==> src/rtl/l2_switch_pkg.sv <==
// Shared definitions for the L2 switch fabric.
// Contents: frame field offset helpers, broadcast address, engine state
// encoding, node address constants and a saturating counter helper.
package l2_switch_pkg;

  // Frames are {dst, src, payload} with dst in the MSBs.
  function automatic int unsigned dst_lsb(int unsigned addr_w, int unsigned payload_w);
    return addr_w + payload_w;
  endfunction

  function automatic int unsigned src_lsb(int unsigned payload_w);
    return payload_w;
  endfunction

  // All-ones at the widest supported address; slice to the address width in use.
  localparam int unsigned MaxAddrW = 16;
  localparam logic [MaxAddrW-1:0] BCAST_ADDR = '1;

  localparam logic [3:0] NODE_A = 4'hA;
  localparam logic [3:0] NODE_B = 4'hB;
  localparam logic [3:0] NODE_C = 4'hC;
  localparam logic [3:0] NODE_D = 4'hD;

  typedef enum logic [1:0] {
    StIdle,
    StLookup,
    StDeliver
  } engine_state_e;

  function automatic logic [15:0] sat_inc(logic [15:0] v);
    return (v == 16'hFFFF) ? v : v + 16'd1;
  endfunction

endpackage

==> src/rtl/l2_switch_fabric_if.sv <==
// Port bundle of the L2 switch fabric.
// Ingress: in_valid/in_ready/in_frame per port. Egress: out_valid/out_ready/
// out_frame per port. Event counters: fwd_cnt, flood_cnt, drop_cnt.
// slave = switch side, master = node front-end / receive indicator side.
interface l2_switch_fabric_if #(
  parameter int unsigned NUM_PORTS = 4,
  parameter int unsigned FRAME_W   = 12
);
  logic [NUM_PORTS-1:0]         in_valid;
  logic [NUM_PORTS-1:0]         in_ready;
  logic [NUM_PORTS*FRAME_W-1:0] in_frame;
  logic [NUM_PORTS-1:0]         out_valid;
  logic [NUM_PORTS-1:0]         out_ready;
  logic [NUM_PORTS*FRAME_W-1:0] out_frame;
  logic [15:0]                  fwd_cnt;
  logic [15:0]                  flood_cnt;
  logic [15:0]                  drop_cnt;

  modport master (
    output in_valid, in_frame, out_ready,
    input  in_ready, out_valid, out_frame, fwd_cnt, flood_cnt, drop_cnt
  );

  modport slave (
    input  in_valid, in_frame, out_ready,
    output in_ready, out_valid, out_frame, fwd_cnt, flood_cnt, drop_cnt
  );
endinterface

==> src/rtl/l2_mac_table.sv <==
// MAC address table: parallel destination lookup plus source learning.
// Ports: clk, rst, lookup_addr -> hit/hit_port (combinational, current
// contents), learn_en/learn_addr/learn_port (write at the clock edge).
// Learning: refresh a matching entry, else fill the first free entry, else
// overwrite the victim entry and advance the victim pointer.
module l2_mac_table
  import l2_switch_pkg::*;
#(
  parameter int unsigned ADDR_W      = 4,
  parameter int unsigned PORT_W      = 2,
  parameter int unsigned TABLE_DEPTH = 4
) (
  input  logic              clk,
  input  logic              rst,
  input  logic [ADDR_W-1:0] lookup_addr,
  output logic              hit,
  output logic [PORT_W-1:0] hit_port,
  input  logic              learn_en,
  input  logic [ADDR_W-1:0] learn_addr,
  input  logic [PORT_W-1:0] learn_port
);

  localparam int unsigned VW = (TABLE_DEPTH > 1) ? $clog2(TABLE_DEPTH) : 1;

  logic [TABLE_DEPTH-1:0] valid_q;
  logic [ADDR_W-1:0]      addr_q [TABLE_DEPTH];
  logic [PORT_W-1:0]      port_q [TABLE_DEPTH];
  logic [VW-1:0]          victim_q;

  logic          src_hit, free_found;
  logic [VW-1:0] src_idx, free_idx;

  always_comb begin
    hit        = 1'b0;
    hit_port   = '0;
    src_hit    = 1'b0;
    src_idx    = '0;
    free_found = 1'b0;
    free_idx   = '0;
    for (int unsigned i = 0; i < TABLE_DEPTH; i++) begin
      if (!hit && valid_q[i] && addr_q[i] == lookup_addr) begin
        hit      = 1'b1;
        hit_port = port_q[i];
      end
      if (!src_hit && valid_q[i] && addr_q[i] == learn_addr) begin
        src_hit = 1'b1;
        src_idx = VW'(i);
      end
      if (!free_found && !valid_q[i]) begin
        free_found = 1'b1;
        free_idx   = VW'(i);
      end
    end
  end

  always_ff @(posedge clk or posedge rst) begin
    if (rst) begin
      valid_q  <= '0;
      victim_q <= '0;
      for (int unsigned i = 0; i < TABLE_DEPTH; i++) begin
        addr_q[i] <= '0;
        port_q[i] <= '0;
      end
    end else if (learn_en && learn_addr != BCAST_ADDR[ADDR_W-1:0]) begin
      if (src_hit) begin
        port_q[src_idx] <= learn_port;
      end else if (free_found) begin
        valid_q[free_idx] <= 1'b1;
        addr_q[free_idx]  <= learn_addr;
        port_q[free_idx]  <= learn_port;
      end else begin
        addr_q[victim_q] <= learn_addr;
        port_q[victim_q] <= learn_port;
        victim_q <= (victim_q == VW'(TABLE_DEPTH - 1)) ? '0 : victim_q + VW'(1);
      end
    end
  end

endmodule

==> src/rtl/l2_switch_fabric.sv <==
// N-port single-beat-frame L2 switch core.
// Ports: clk, rst (async, active high), bus (l2_switch_fabric_if.slave):
// per-port ingress valid/ready/frame, egress valid/ready/frame and the
// saturating fwd/flood/drop counters.
// Per-port ingress FIFOs feed a round-robin engine (IDLE -> LOOKUP ->
// DELIVER) that learns sources, looks up destinations and loads the
// egress registers of every target port in one cycle.
module l2_switch_fabric
  import l2_switch_pkg::*;
#(
  parameter int unsigned NUM_PORTS   = 4,
  parameter int unsigned ADDR_W      = 4,
  parameter int unsigned PAYLOAD_W   = 4,
  parameter int unsigned FIFO_DEPTH  = 4,
  parameter int unsigned TABLE_DEPTH = 4,
  parameter int unsigned FRAME_W     = 2 * ADDR_W + PAYLOAD_W
) (
  input logic               clk,
  input logic               rst,
  l2_switch_fabric_if.slave bus
);

  localparam int unsigned PW     = $clog2(NUM_PORTS);
  localparam int unsigned CW     = $clog2(FIFO_DEPTH);
  localparam int unsigned CntW   = CW + 1;
  localparam int unsigned DstLsb = dst_lsb(ADDR_W, PAYLOAD_W);
  localparam int unsigned SrcLsb = src_lsb(PAYLOAD_W);

  logic [NUM_PORTS-1:0] fifo_ready, fifo_nonempty, fifo_pop;
  logic [FRAME_W-1:0]   fifo_head [NUM_PORTS];

  for (genvar p = 0; p < NUM_PORTS; p++) begin : g_fifo
    logic [FRAME_W-1:0] mem_q [FIFO_DEPTH];
    logic [CW-1:0]      wr_ptr_q, rd_ptr_q;
    logic [CntW-1:0]    cnt_q;
    logic               push;

    assign push             = bus.in_valid[p] && fifo_ready[p];
    assign fifo_ready[p]    = (cnt_q != CntW'(FIFO_DEPTH));
    assign fifo_nonempty[p] = (cnt_q != '0);
    assign fifo_head[p]     = mem_q[rd_ptr_q];

    always_ff @(posedge clk) begin
      if (push) mem_q[wr_ptr_q] <= bus.in_frame[p*FRAME_W +: FRAME_W];
    end

    always_ff @(posedge clk or posedge rst) begin
      if (rst) begin
        wr_ptr_q <= '0;
        rd_ptr_q <= '0;
        cnt_q    <= '0;
      end else begin
        if (push) wr_ptr_q <= wr_ptr_q + CW'(1);
        if (fifo_pop[p]) rd_ptr_q <= rd_ptr_q + CW'(1);
        if (push && !fifo_pop[p]) cnt_q <= cnt_q + CntW'(1);
        else if (fifo_pop[p] && !push) cnt_q <= cnt_q - CntW'(1);
      end
    end
  end

  engine_state_e                state_q;
  logic [PW-1:0]                rr_q, hold_port_q, grant_port;
  logic [FRAME_W-1:0]           hold_frame_q;
  logic [NUM_PORTS-1:0]         mask_q, mask_d, out_valid_q;
  logic                         flood_q, flood_d, grant_valid, deliver_ok;
  logic [NUM_PORTS*FRAME_W-1:0] out_frame_q;
  logic [15:0]                  fwd_cnt_q, flood_cnt_q, drop_cnt_q;
  logic                         hit;
  logic [PW-1:0]                hit_port;
  logic [ADDR_W-1:0]            dst, src;

  assign dst = hold_frame_q[DstLsb +: ADDR_W];
  assign src = hold_frame_q[SrcLsb +: ADDR_W];

  // Search starts one past the last grant, so each port gets a turn.
  always_comb begin
    int unsigned cand;
    cand        = 0;
    grant_valid = 1'b0;
    grant_port  = '0;
    for (int unsigned i = 1; i <= NUM_PORTS; i++) begin
      cand = (32'(rr_q) + i) % NUM_PORTS;
      if (!grant_valid && fifo_nonempty[PW'(cand)]) begin
        grant_valid = 1'b1;
        grant_port  = PW'(cand);
      end
    end
  end

  always_comb begin
    fifo_pop = '0;
    if (state_q == StIdle && grant_valid) fifo_pop[grant_port] = 1'b1;
  end

  always_comb begin
    mask_d  = '0;
    flood_d = 1'b0;
    if (dst == BCAST_ADDR[ADDR_W-1:0] || !hit) begin
      mask_d              = '1;
      mask_d[hold_port_q] = 1'b0;
      flood_d             = 1'b1;
    end else if (hit_port != hold_port_q) begin
      mask_d[hit_port] = 1'b1;
    end
  end

  // A masked egress slot is usable if empty or being drained this cycle.
  assign deliver_ok = &(~mask_q | ~out_valid_q | bus.out_ready);

  l2_mac_table #(
    .ADDR_W      (ADDR_W),
    .PORT_W      (PW),
    .TABLE_DEPTH (TABLE_DEPTH)
  ) u_mac_table (
    .clk         (clk),
    .rst         (rst),
    .lookup_addr (dst),
    .hit         (hit),
    .hit_port    (hit_port),
    .learn_en    (state_q == StLookup),
    .learn_addr  (src),
    .learn_port  (hold_port_q)
  );

  always_ff @(posedge clk or posedge rst) begin
    if (rst) begin
      state_q      <= StIdle;
      rr_q         <= PW'(NUM_PORTS - 1);
      hold_frame_q <= '0;
      hold_port_q  <= '0;
      mask_q       <= '0;
      flood_q      <= 1'b0;
      out_valid_q  <= '0;
      out_frame_q  <= '0;
      fwd_cnt_q    <= '0;
      flood_cnt_q  <= '0;
      drop_cnt_q   <= '0;
    end else begin
      out_valid_q <= out_valid_q & ~bus.out_ready;
      unique case (state_q)
        StIdle: begin
          if (grant_valid) begin
            hold_frame_q <= fifo_head[grant_port];
            hold_port_q  <= grant_port;
            rr_q         <= grant_port;
            state_q      <= StLookup;
          end
        end
        StLookup: begin
          mask_q  <= mask_d;
          flood_q <= flood_d;
          state_q <= StDeliver;
        end
        StDeliver: begin
          if (mask_q == '0) begin
            drop_cnt_q <= sat_inc(drop_cnt_q);
            state_q    <= StIdle;
          end else if (deliver_ok) begin
            for (int unsigned p = 0; p < NUM_PORTS; p++) begin
              if (mask_q[p]) begin
                out_valid_q[p]                     <= 1'b1;
                out_frame_q[p*FRAME_W +: FRAME_W] <= hold_frame_q;
              end
            end
            if (flood_q) flood_cnt_q <= sat_inc(flood_cnt_q);
            else         fwd_cnt_q   <= sat_inc(fwd_cnt_q);
            state_q <= StIdle;
          end
        end
        default: state_q <= StIdle;
      endcase
    end
  end

  assign bus.in_ready  = fifo_ready;
  assign bus.out_valid = out_valid_q;
  assign bus.out_frame = out_frame_q;
  assign bus.fwd_cnt   = fwd_cnt_q;
  assign bus.flood_cnt = flood_cnt_q;
  assign bus.drop_cnt  = drop_cnt_q;

endmodule
==> src/flat_wrapper.sv <==
// flat-port wrapper written by rule: the top's interface ports become plain ports
module l2_switch_fabric_flat import l2_switch_pkg::*;
#(
  parameter int unsigned NUM_PORTS   = 4,
  parameter int unsigned ADDR_W      = 4,
  parameter int unsigned PAYLOAD_W   = 4,
  parameter int unsigned FIFO_DEPTH  = 4,
  parameter int unsigned TABLE_DEPTH = 4,
  parameter int unsigned FRAME_W     = 2 * ADDR_W + PAYLOAD_W
)
  (clk, rst, bus_in_valid, bus_in_frame, bus_out_ready, bus_in_ready, bus_out_valid, bus_out_frame, bus_fwd_cnt, bus_flood_cnt, bus_drop_cnt);
  l2_switch_fabric_if #(.NUM_PORTS(NUM_PORTS), .FRAME_W(FRAME_W)) bus_i ();
  input logic clk;
  input logic rst;
  input wire logic [$bits(bus_i.in_valid)-1:0] bus_in_valid;
  input wire logic [$bits(bus_i.in_frame)-1:0] bus_in_frame;
  input wire logic [$bits(bus_i.out_ready)-1:0] bus_out_ready;
  output wire logic [$bits(bus_i.in_ready)-1:0] bus_in_ready;
  output wire logic [$bits(bus_i.out_valid)-1:0] bus_out_valid;
  output wire logic [$bits(bus_i.out_frame)-1:0] bus_out_frame;
  output wire logic [$bits(bus_i.fwd_cnt)-1:0] bus_fwd_cnt;
  output wire logic [$bits(bus_i.flood_cnt)-1:0] bus_flood_cnt;
  output wire logic [$bits(bus_i.drop_cnt)-1:0] bus_drop_cnt;
  assign bus_i.in_valid = bus_in_valid;
  assign bus_i.in_frame = bus_in_frame;
  assign bus_i.out_ready = bus_out_ready;
  assign bus_in_ready = bus_i.in_ready;
  assign bus_out_valid = bus_i.out_valid;
  assign bus_out_frame = bus_i.out_frame;
  assign bus_fwd_cnt = bus_i.fwd_cnt;
  assign bus_flood_cnt = bus_i.flood_cnt;
  assign bus_drop_cnt = bus_i.drop_cnt;
  l2_switch_fabric #(.NUM_PORTS(NUM_PORTS), .ADDR_W(ADDR_W), .PAYLOAD_W(PAYLOAD_W), .FIFO_DEPTH(FIFO_DEPTH), .TABLE_DEPTH(TABLE_DEPTH), .FRAME_W(FRAME_W)) u_core (.clk(clk), .rst(rst), .bus(bus_i));
endmodule
==> config.mk <==
export PLATFORM = sky130hd
export DESIGN_NAME = l2_switch_fabric_flat
export DESIGN_NICKNAME = d
export VERILOG_FILES = /design/src/rtl/l2_switch_pkg.sv /design/src/rtl/l2_switch_fabric_if.sv /design/src/rtl/l2_mac_table.sv /design/src/rtl/l2_switch_fabric.sv /design/src/flat_wrapper.sv
export SDC_FILE = /design/constraint.sdc
export NUM_CORES = 1
export LEC_CHECK = 0
export ABC_AREA = 1
export BUFFER_PORTS_ARGS = -buffer_cell sky130_fd_sc_hd__buf_2
export CAP_MARGIN = 5
export CORE_MARGIN = 8
export CORE_UTILIZATION = 53
export CTS_CLUSTER_DIAMETER = 200
export DETAILED_ROUTE_END_ITERATION = 10
export PLACE_DENSITY = 0.72
export REMOVE_ABC_BUFFERS = 1
export SLEW_MARGIN = 0
export SYNTH_ARGS = -nofsm -noshare
export SYNTH_HDL_FRONTEND = slang
export SYNTH_HIERARCHICAL = 1
export SYNTH_SLANG_ARGS = --single-unit
==> constraint.sdc <==
create_clock -name clk -period 8.9 [get_ports clk]
set_clock_uncertainty 0.2 [all_clocks]
set_input_delay 1.78 -clock clk [delete_from_list [all_inputs] [get_ports clk]]
set_output_delay 1.78 -clock clk [all_outputs]
set_load 0.005 [all_outputs]
After elaboration in Yosys (flattened, before gate mapping). Memory sizes are Yosys's and may differ from the RTL's. Cells that the tools add are included.

Memories kept: 4. Input port bits: 58. Word-level logic and storage cells: 312. RAM bits: 192. Register bits after elaboration: 181. Output and inout bits: 104.

Reduce and logical (&&, ||, !) cells: 88. Muxes and demuxes: 99. $lt $le $gt $ge: 19. Add/subtract/negate cells: 24. Bitwise operators: 19. Equal/unequal tests: 23.

Memories: u_core.g_fifo[0].mem_q (words 4, bits a word 12, rd ports 1, clocked after Yosys merged registers in 0, write ports 1, line l2_switch_fabric.sv:33) `logic [FRAME_W-1:0] mem_q [FIFO_DEPTH];`; u_core.g_fifo[1].mem_q (words 4, bits a word 12, rd ports 1, clocked after Yosys merged registers in 0, write ports 1, line l2_switch_fabric.sv:33); u_core.g_fifo[2].mem_q (words 4, bits a word 12, rd ports 1, clocked after Yosys merged registers in 0, write ports 1, line l2_switch_fabric.sv:33); u_core.g_fifo[3].mem_q (words 4, bits a word 12, rd ports 1, clocked after Yosys merged registers in 0, write ports 1, line l2_switch_fabric.sv:33).

Operators with widths (count): $add 16x1->16 const B (3); $eq 16x16->1 const B (3); $logic_and 1x1->1 (41); $mux 1 (39); $mux 2 (19); $bwmux 16 (2); $eq 4x4->1 (8); $mux 4 (8); $reduce_and 7->1 (4); $bmux 12 s2 (1); $bwmux 8 (3); $lt 2x3->1 const B (8); $mux 12 (2); $mux 3 (8); $logic_not 1->1 (23); $add 2x1->2 const B (11); $demux 4 s2 (2); $mux 16 (1); $mux 8 (2); $not 4->4 (4); $reduce_and 8->1 (2); $add 3x1->3 const B (4); $demux 2 s2 (3); $ge 3x3->1 const B (4); 27 further kinds (67).

Longest topological paths before layout.
Depth after elaboration: 22. Depth in mapped cells: 18. Depth with buffers taken out: 17.

Hierarchy. The synthesis kept the hierarchy.

Modules (own cells, without submodules): l2_switch_fabric (area an instance 14521.4 um2, sequential area each 9546.7 um2, cells each 1287, times used 1); l2_mac_table (area an instance 2065.7 um2, sequential area each 750.7 um2, cells each 299, times used 1).

Worst setup path after synthesis. No wires, ideal clock.

Kind: input to register. Start: in bus_out_ready[1]. End: reg u_core.fwd_cnt_q[15], in the netlist u_core/bus.fwd_cnt[15]. Stages: 12. Path buffers: 0. Arrival time: 3070 ps. Library setup time: 123 ps. Data required time: 8577 ps. Slack: 5506 ps. Path through: inv_1 -> nand2_1 -> nor2_1 -> nor2_2 -> nand2_1 -> nor3_4 -> nand2_1 -> nor2_1 -> nand2_1 -> nor2_1 -> nand2_1 -> xnor2_1.

Word-level cells in the longest chain between the ends: 2.

RTL lines: start, declared (line flat_wrapper.sv:17) `input wire logic [$bits(bus_i.out_ready)-1:0] bus_out_ready;`; $or 4x4->4 (line l2_switch_fabric.sv:108) `assign deliver_ok = &(~mask_q | ~out_valid_q | bus.out_ready);`; $reduce_and 8->1 (no line); end signal, assigned (line l2_switch_fabric.sv:166) `else fwd_cnt_q <= sat_inc(fwd_cnt_q);`; end, declared (line l2_switch_fabric.sv:67) `logic [15:0] fwd_cnt_q, flood_cnt_q, drop_cnt_q;`.

Every way passes these cells. A chain may end at the register's enable or synchronous reset.

Worst setup path after layout.
Start: reg u_core.rr_q[1]. End: reg u_core.g_fifo[1].cnt_q[2].

Word-level cells in the longest chain between the ends: 21. Elaborated cells on any way between the ends: 38. Classes of those cells: add/sub: 4; order compare: 2; mux: 20; reduce/logical: 12.

RTL lines: start, declared (line l2_switch_fabric.sv:62) `logic [PW-1:0] rr_q, hold_port_q, grant_port;`; start signal, assigned (line l2_switch_fabric.sv:128) `rr_q <= PW'(NUM_PORTS - 1);`; start signal, assigned (line l2_switch_fabric.sv:145) `rr_q <= grant_port;`; $add 2x1->2 (line l2_switch_fabric.sv:82) `cand = (32'(rr_q) + i) % NUM_PORTS;`; $bmux 1 s2 (line l2_switch_fabric.sv:83) `if (!grant_valid && fifo_nonempty[PW'(cand)]) begin`; $mux 1 (not written as such) (line l2_switch_fabric.sv:83); $mux 1 (line l2_switch_fabric.sv:83); $logic_not 1->1 (line l2_switch_fabric.sv:83); $logic_and 1x1->1 (line l2_switch_fabric.sv:83); $mux 1 (line l2_switch_fabric.sv:83); $logic_not 1->1 (line l2_switch_fabric.sv:83); [... 5 more ...]; $lt 2x3->1 (not written as such) / $ge 2x1->1 (equally long branches) (line l2_switch_fabric.sv:92) `if (state_q == StIdle && grant_valid) fifo_pop[grant_port] = 1'b1;`; $logic_and 1x1->1 (not written as such) (line l2_switch_fabric.sv:92); $mux 1 (not written as such) (line l2_switch_fabric.sv:92); $demux 1 s2; $mux 4 * (line l2_switch_fabric.sv:92); $logic_not 1->1 (line l2_switch_fabric.sv:55) `if (push && !fifo_pop[p]) cnt_q <= cnt_q + CntW'(1);`; $logic_and 1x1->1 (line l2_switch_fabric.sv:55); $mux 3 / $reduce_bool 2->1 (equally long branches); end signal, assigned (line l2_switch_fabric.sv:55); end signal, assigned (line l2_switch_fabric.sv:56) `else if (fifo_pop[p] && !push) cnt_q <= cnt_q - CntW'(1);`; end, declared (line l2_switch_fabric.sv:35) `logic [CntW-1:0] cnt_q;`.

Mark *: on every way between the ends. The rest lies on a longest branch, timed or not. The select of a mux whose other input is x is not followed.

==> results.tsv <==
metric	value	unit
numClockSinks	373	
htree_levels	2	
gr-total-overflow	0	
path_max_fanout	32	
io_pins	162	
first_iter_violations	946	
hold_start	u_core/hold_frame_q[1]	
mostFrequentLayoutCells	nand2_1, edfxtp_1, dfrtp_1	
ff_latch_area	10300	µm²
nFillCells	2462	
die_height	193	µm
nets	1836	
setup-tns-final	0	ps
critical_path_required	9100	ps
hold-path-endpoint	u_core/hold_frame_q[1]	
yosysSeqAreaShare	0.621	
wl_per_cell	17.8	µm
initial_core_util	0.541	
num_rows	64	
synth-edff-count	192	
drcViolationCount	0	
finalInstanceArea	19100	µm²
core	30700	µm²
antenna_found_initial	1	
synth.distinct_cells	48	
post-route-period-util	0.430	
cts_resized	0	
p_total	0.00723	W
drt_first_pass_iters	6	
syn2layout_area_growth	15.0	%
syn_area	16600	µm²
grt_pass1_wl	60800	µm
status	finished, final reports clean	
clk_pin_slew	60	ps
grt.total_usage	0.205	
syn_inst	1586	
clock_path_buffers	3	
post-route-min-period	3830	ps
drive_above_1_share	0.160	
clockRootBuffer	clkbuf_16	
power.density	379	nW/µm²
synth_top_flop_cell	edfxtp_1	
ys_ff_latch	373	
cts_hold_buffers	0	
arrival	4030	ps
postCtsSetupBuffers	0	
worstHoldPathCells	2	
wl	38500	µm
grt_pass1_vias	11700	
timing.reg2reg.setup_slack	5070	ps
place_area	17700	µm²
tightest_slew	1240	ps
postLayoutCoreUtil	0.622	
vdd_ir_drop_max	0.174	mV
final_common_cell	nand2_1	
vias_per_cell	5.48	
timing.rr.end	u_core/g_fifo[1].cnt_q[2]	
drtAntennaViolNets	0	
rr_worst_depth	16	
synth-async-reset-ratio	0.485	
setup_viol_count_final	0	
fmax	261	MHz
hold_viol_final	0	
crit_type	reg -> reg	
relSlewSlack	0.171	
avgSynthCellArea	10.5	µm²
die_area	37200	µm²
power_leakage	8.43	nW
place.gp.congestion	0.981	
hp-class	reg -> reg	
die_width	193	µm
clk_latency	530	ps
r2r-start	u_core/rr_q[1]	
num_vias	11900	
maxCapViolations	0	
diodes	0	
cts_buffers	40	
cts_tree	built	
rsz0062_at_grt	no	
crit_path_end_kind	flip-flop	
grt_max_degree	90	
slew_violations	0	
yosys_warnings	6	
hpwl	26900	µm
multi_input_area	5540	µm²
numPortBuffers	161	
start_kind	flip-flop	
-- layout make-up --
class                           count  area share
Sequential cell                   373       0.540
Multi-Input combinational cell   1020       0.290
Clock buffer                       55      0.0575
Timing Repair Buffer              172      0.0468
Inverter                          140      0.0278
Tap cell                          396      0.0260
Clock inverter                     15      0.0115
-- power breakdown --
group / internal [W] / switching [W]
logic: 0.000964 / 0.00187
registers: 0.00233 / 0.000415
clock network: 0.00101 / 0.000648
total: 0.00430 / 0.00293
-- cells by family (layout without fill, tap and decap cells) --
kind of cell / Yosys count / in the layout / synth area share
AO/OA/AOI/OAI: 228 / 228 / 0.0871
buffers and inverters: 193 / 382 / 0.0453
adder cells (fa/ha/maj): 31 / 31 / 0.0252
AND/OR/NAND/NOR: 687 / 687 / 0.182
multiplexers: 5 / 5 / 0.00339
flip-flops: 373 / 373 / 0.621
XOR/XNOR: 69 / 69 / 0.0364
-- per-stage QoR --
step           worst slack, ps  cells  hold WS, ps
3_5_place_dp              5100   2100          272
3_3_place_gp              5210   2100          262
5_1_grt                   4680   2171          302
4_1_cts                   5140   2170          286
2_1_floorplan             2860   1533          242
6_report                  5070   2171          281
-- metal layers --
metal  share of wire  GRT usage
met1            0.43      0.272
met4           0.028     0.0673
met5         0.00026          0
met3           0.073     0.0372
met2            0.47      0.340
-- Yosys cell counts, types with 2 or more instances --
master,instances,share of area
nand2_2,8,0.0030
nor2_8,2,0.0024
dfstp_2,2,0.0032
xnor2_1,38,0.020
mux2_2,5,0.0034
nand4_1,17,0.0064
a32o_1,43,0.026
edfxtp_1,192,0.35
inv_1,130,0.029
o21ai_0,78,0.024
nor2_1,85,0.019
o211ai_1,6,0.0027
nor3b_1,3,0.0014
o22ai_1,2,0.00075
buf_4,3,0.0014
or2_2,2,0.00075
nor2_2,3,0.0011
nand2_4,3,0.0020
nand3_4,4,0.0042
xor2_1,31,0.016
a21oi_1,57,0.017
dfrtp_1,179,0.27
nor2_4,3,0.0020
fa_1,4,0.0048
inv_2,10,0.0023
nand2_1,438,0.099
nand3_1,92,0.028
nand3b_1,3,0.0014
nor3_1,11,0.0033
buf_2,6,0.0018
o221ai_1,6,0.0032
nand3_2,8,0.0048
nor4_1,3,0.0011
clkbuf_1,42,0.0095
o21ai_1,24,0.0072
ha_1,27,0.020
a32oi_1,5,0.0026
-- critical path, stage by stage (launching register included) --
cell     delay (ps)
dfstp_2         620
inv_2            90
nand2_1          80
nand2_2          70
nand3_1          90
nand2_1         100
a21oi_1         160
nand2_1         310
nand2_2         590
inv_2           210
nand3_2         170
ha_1            170
inv_1            70
fa_1            370
a21oi_1         140
o21ai_0         110
xor2_1          150
-- registers in the layout (all words and copies together) (netlist names), 8 cells and up --
| register | count |
|---|---|
| u_core/g_fifo.mem_q | 192 |
| u_core/bus.out_frame | 48 |
| u_core/bus.drop_cnt | 16 |
| u_core/bus.flood_cnt | 16 |
| u_core/bus.fwd_cnt | 16 |
| u_core/u_mac_table/addr_q | 16 |
| u_core/g_fifo.cnt_q | 12 |
| u_core/hold_frame_q | 12 |
| u_core/g_fifo.rd_ptr_q | 8 |
| u_core/g_fifo.wr_ptr_q | 8 |
| u_core/u_mac_table/port_q | 8 |
-- worst max-delay path by stage --
stage / startpoint / endpoint / slack [ps] / cells past startpoint
after floorplan: rst / u_core/bus.drop_cnt[0] / 2860 / 1
after global placement: bus_out_ready[1] / u_core/bus.flood_cnt[15] / 5210 / 13
after detailed placement: bus_out_ready[1] / u_core/bus.flood_cnt[15] / 5100 / 13
after CTS: u_core/rr_q[0] / u_core/g_fifo[1].cnt_q[2] / 5140 / 16
after global routing: u_core/rr_q[0] / u_core/g_fifo[1].cnt_q[2] / 4680 / 16
final: u_core/rr_q[1] / u_core/g_fifo[1].cnt_q[2] / 5070 / 16
Power figures use the tool's default switching activity.
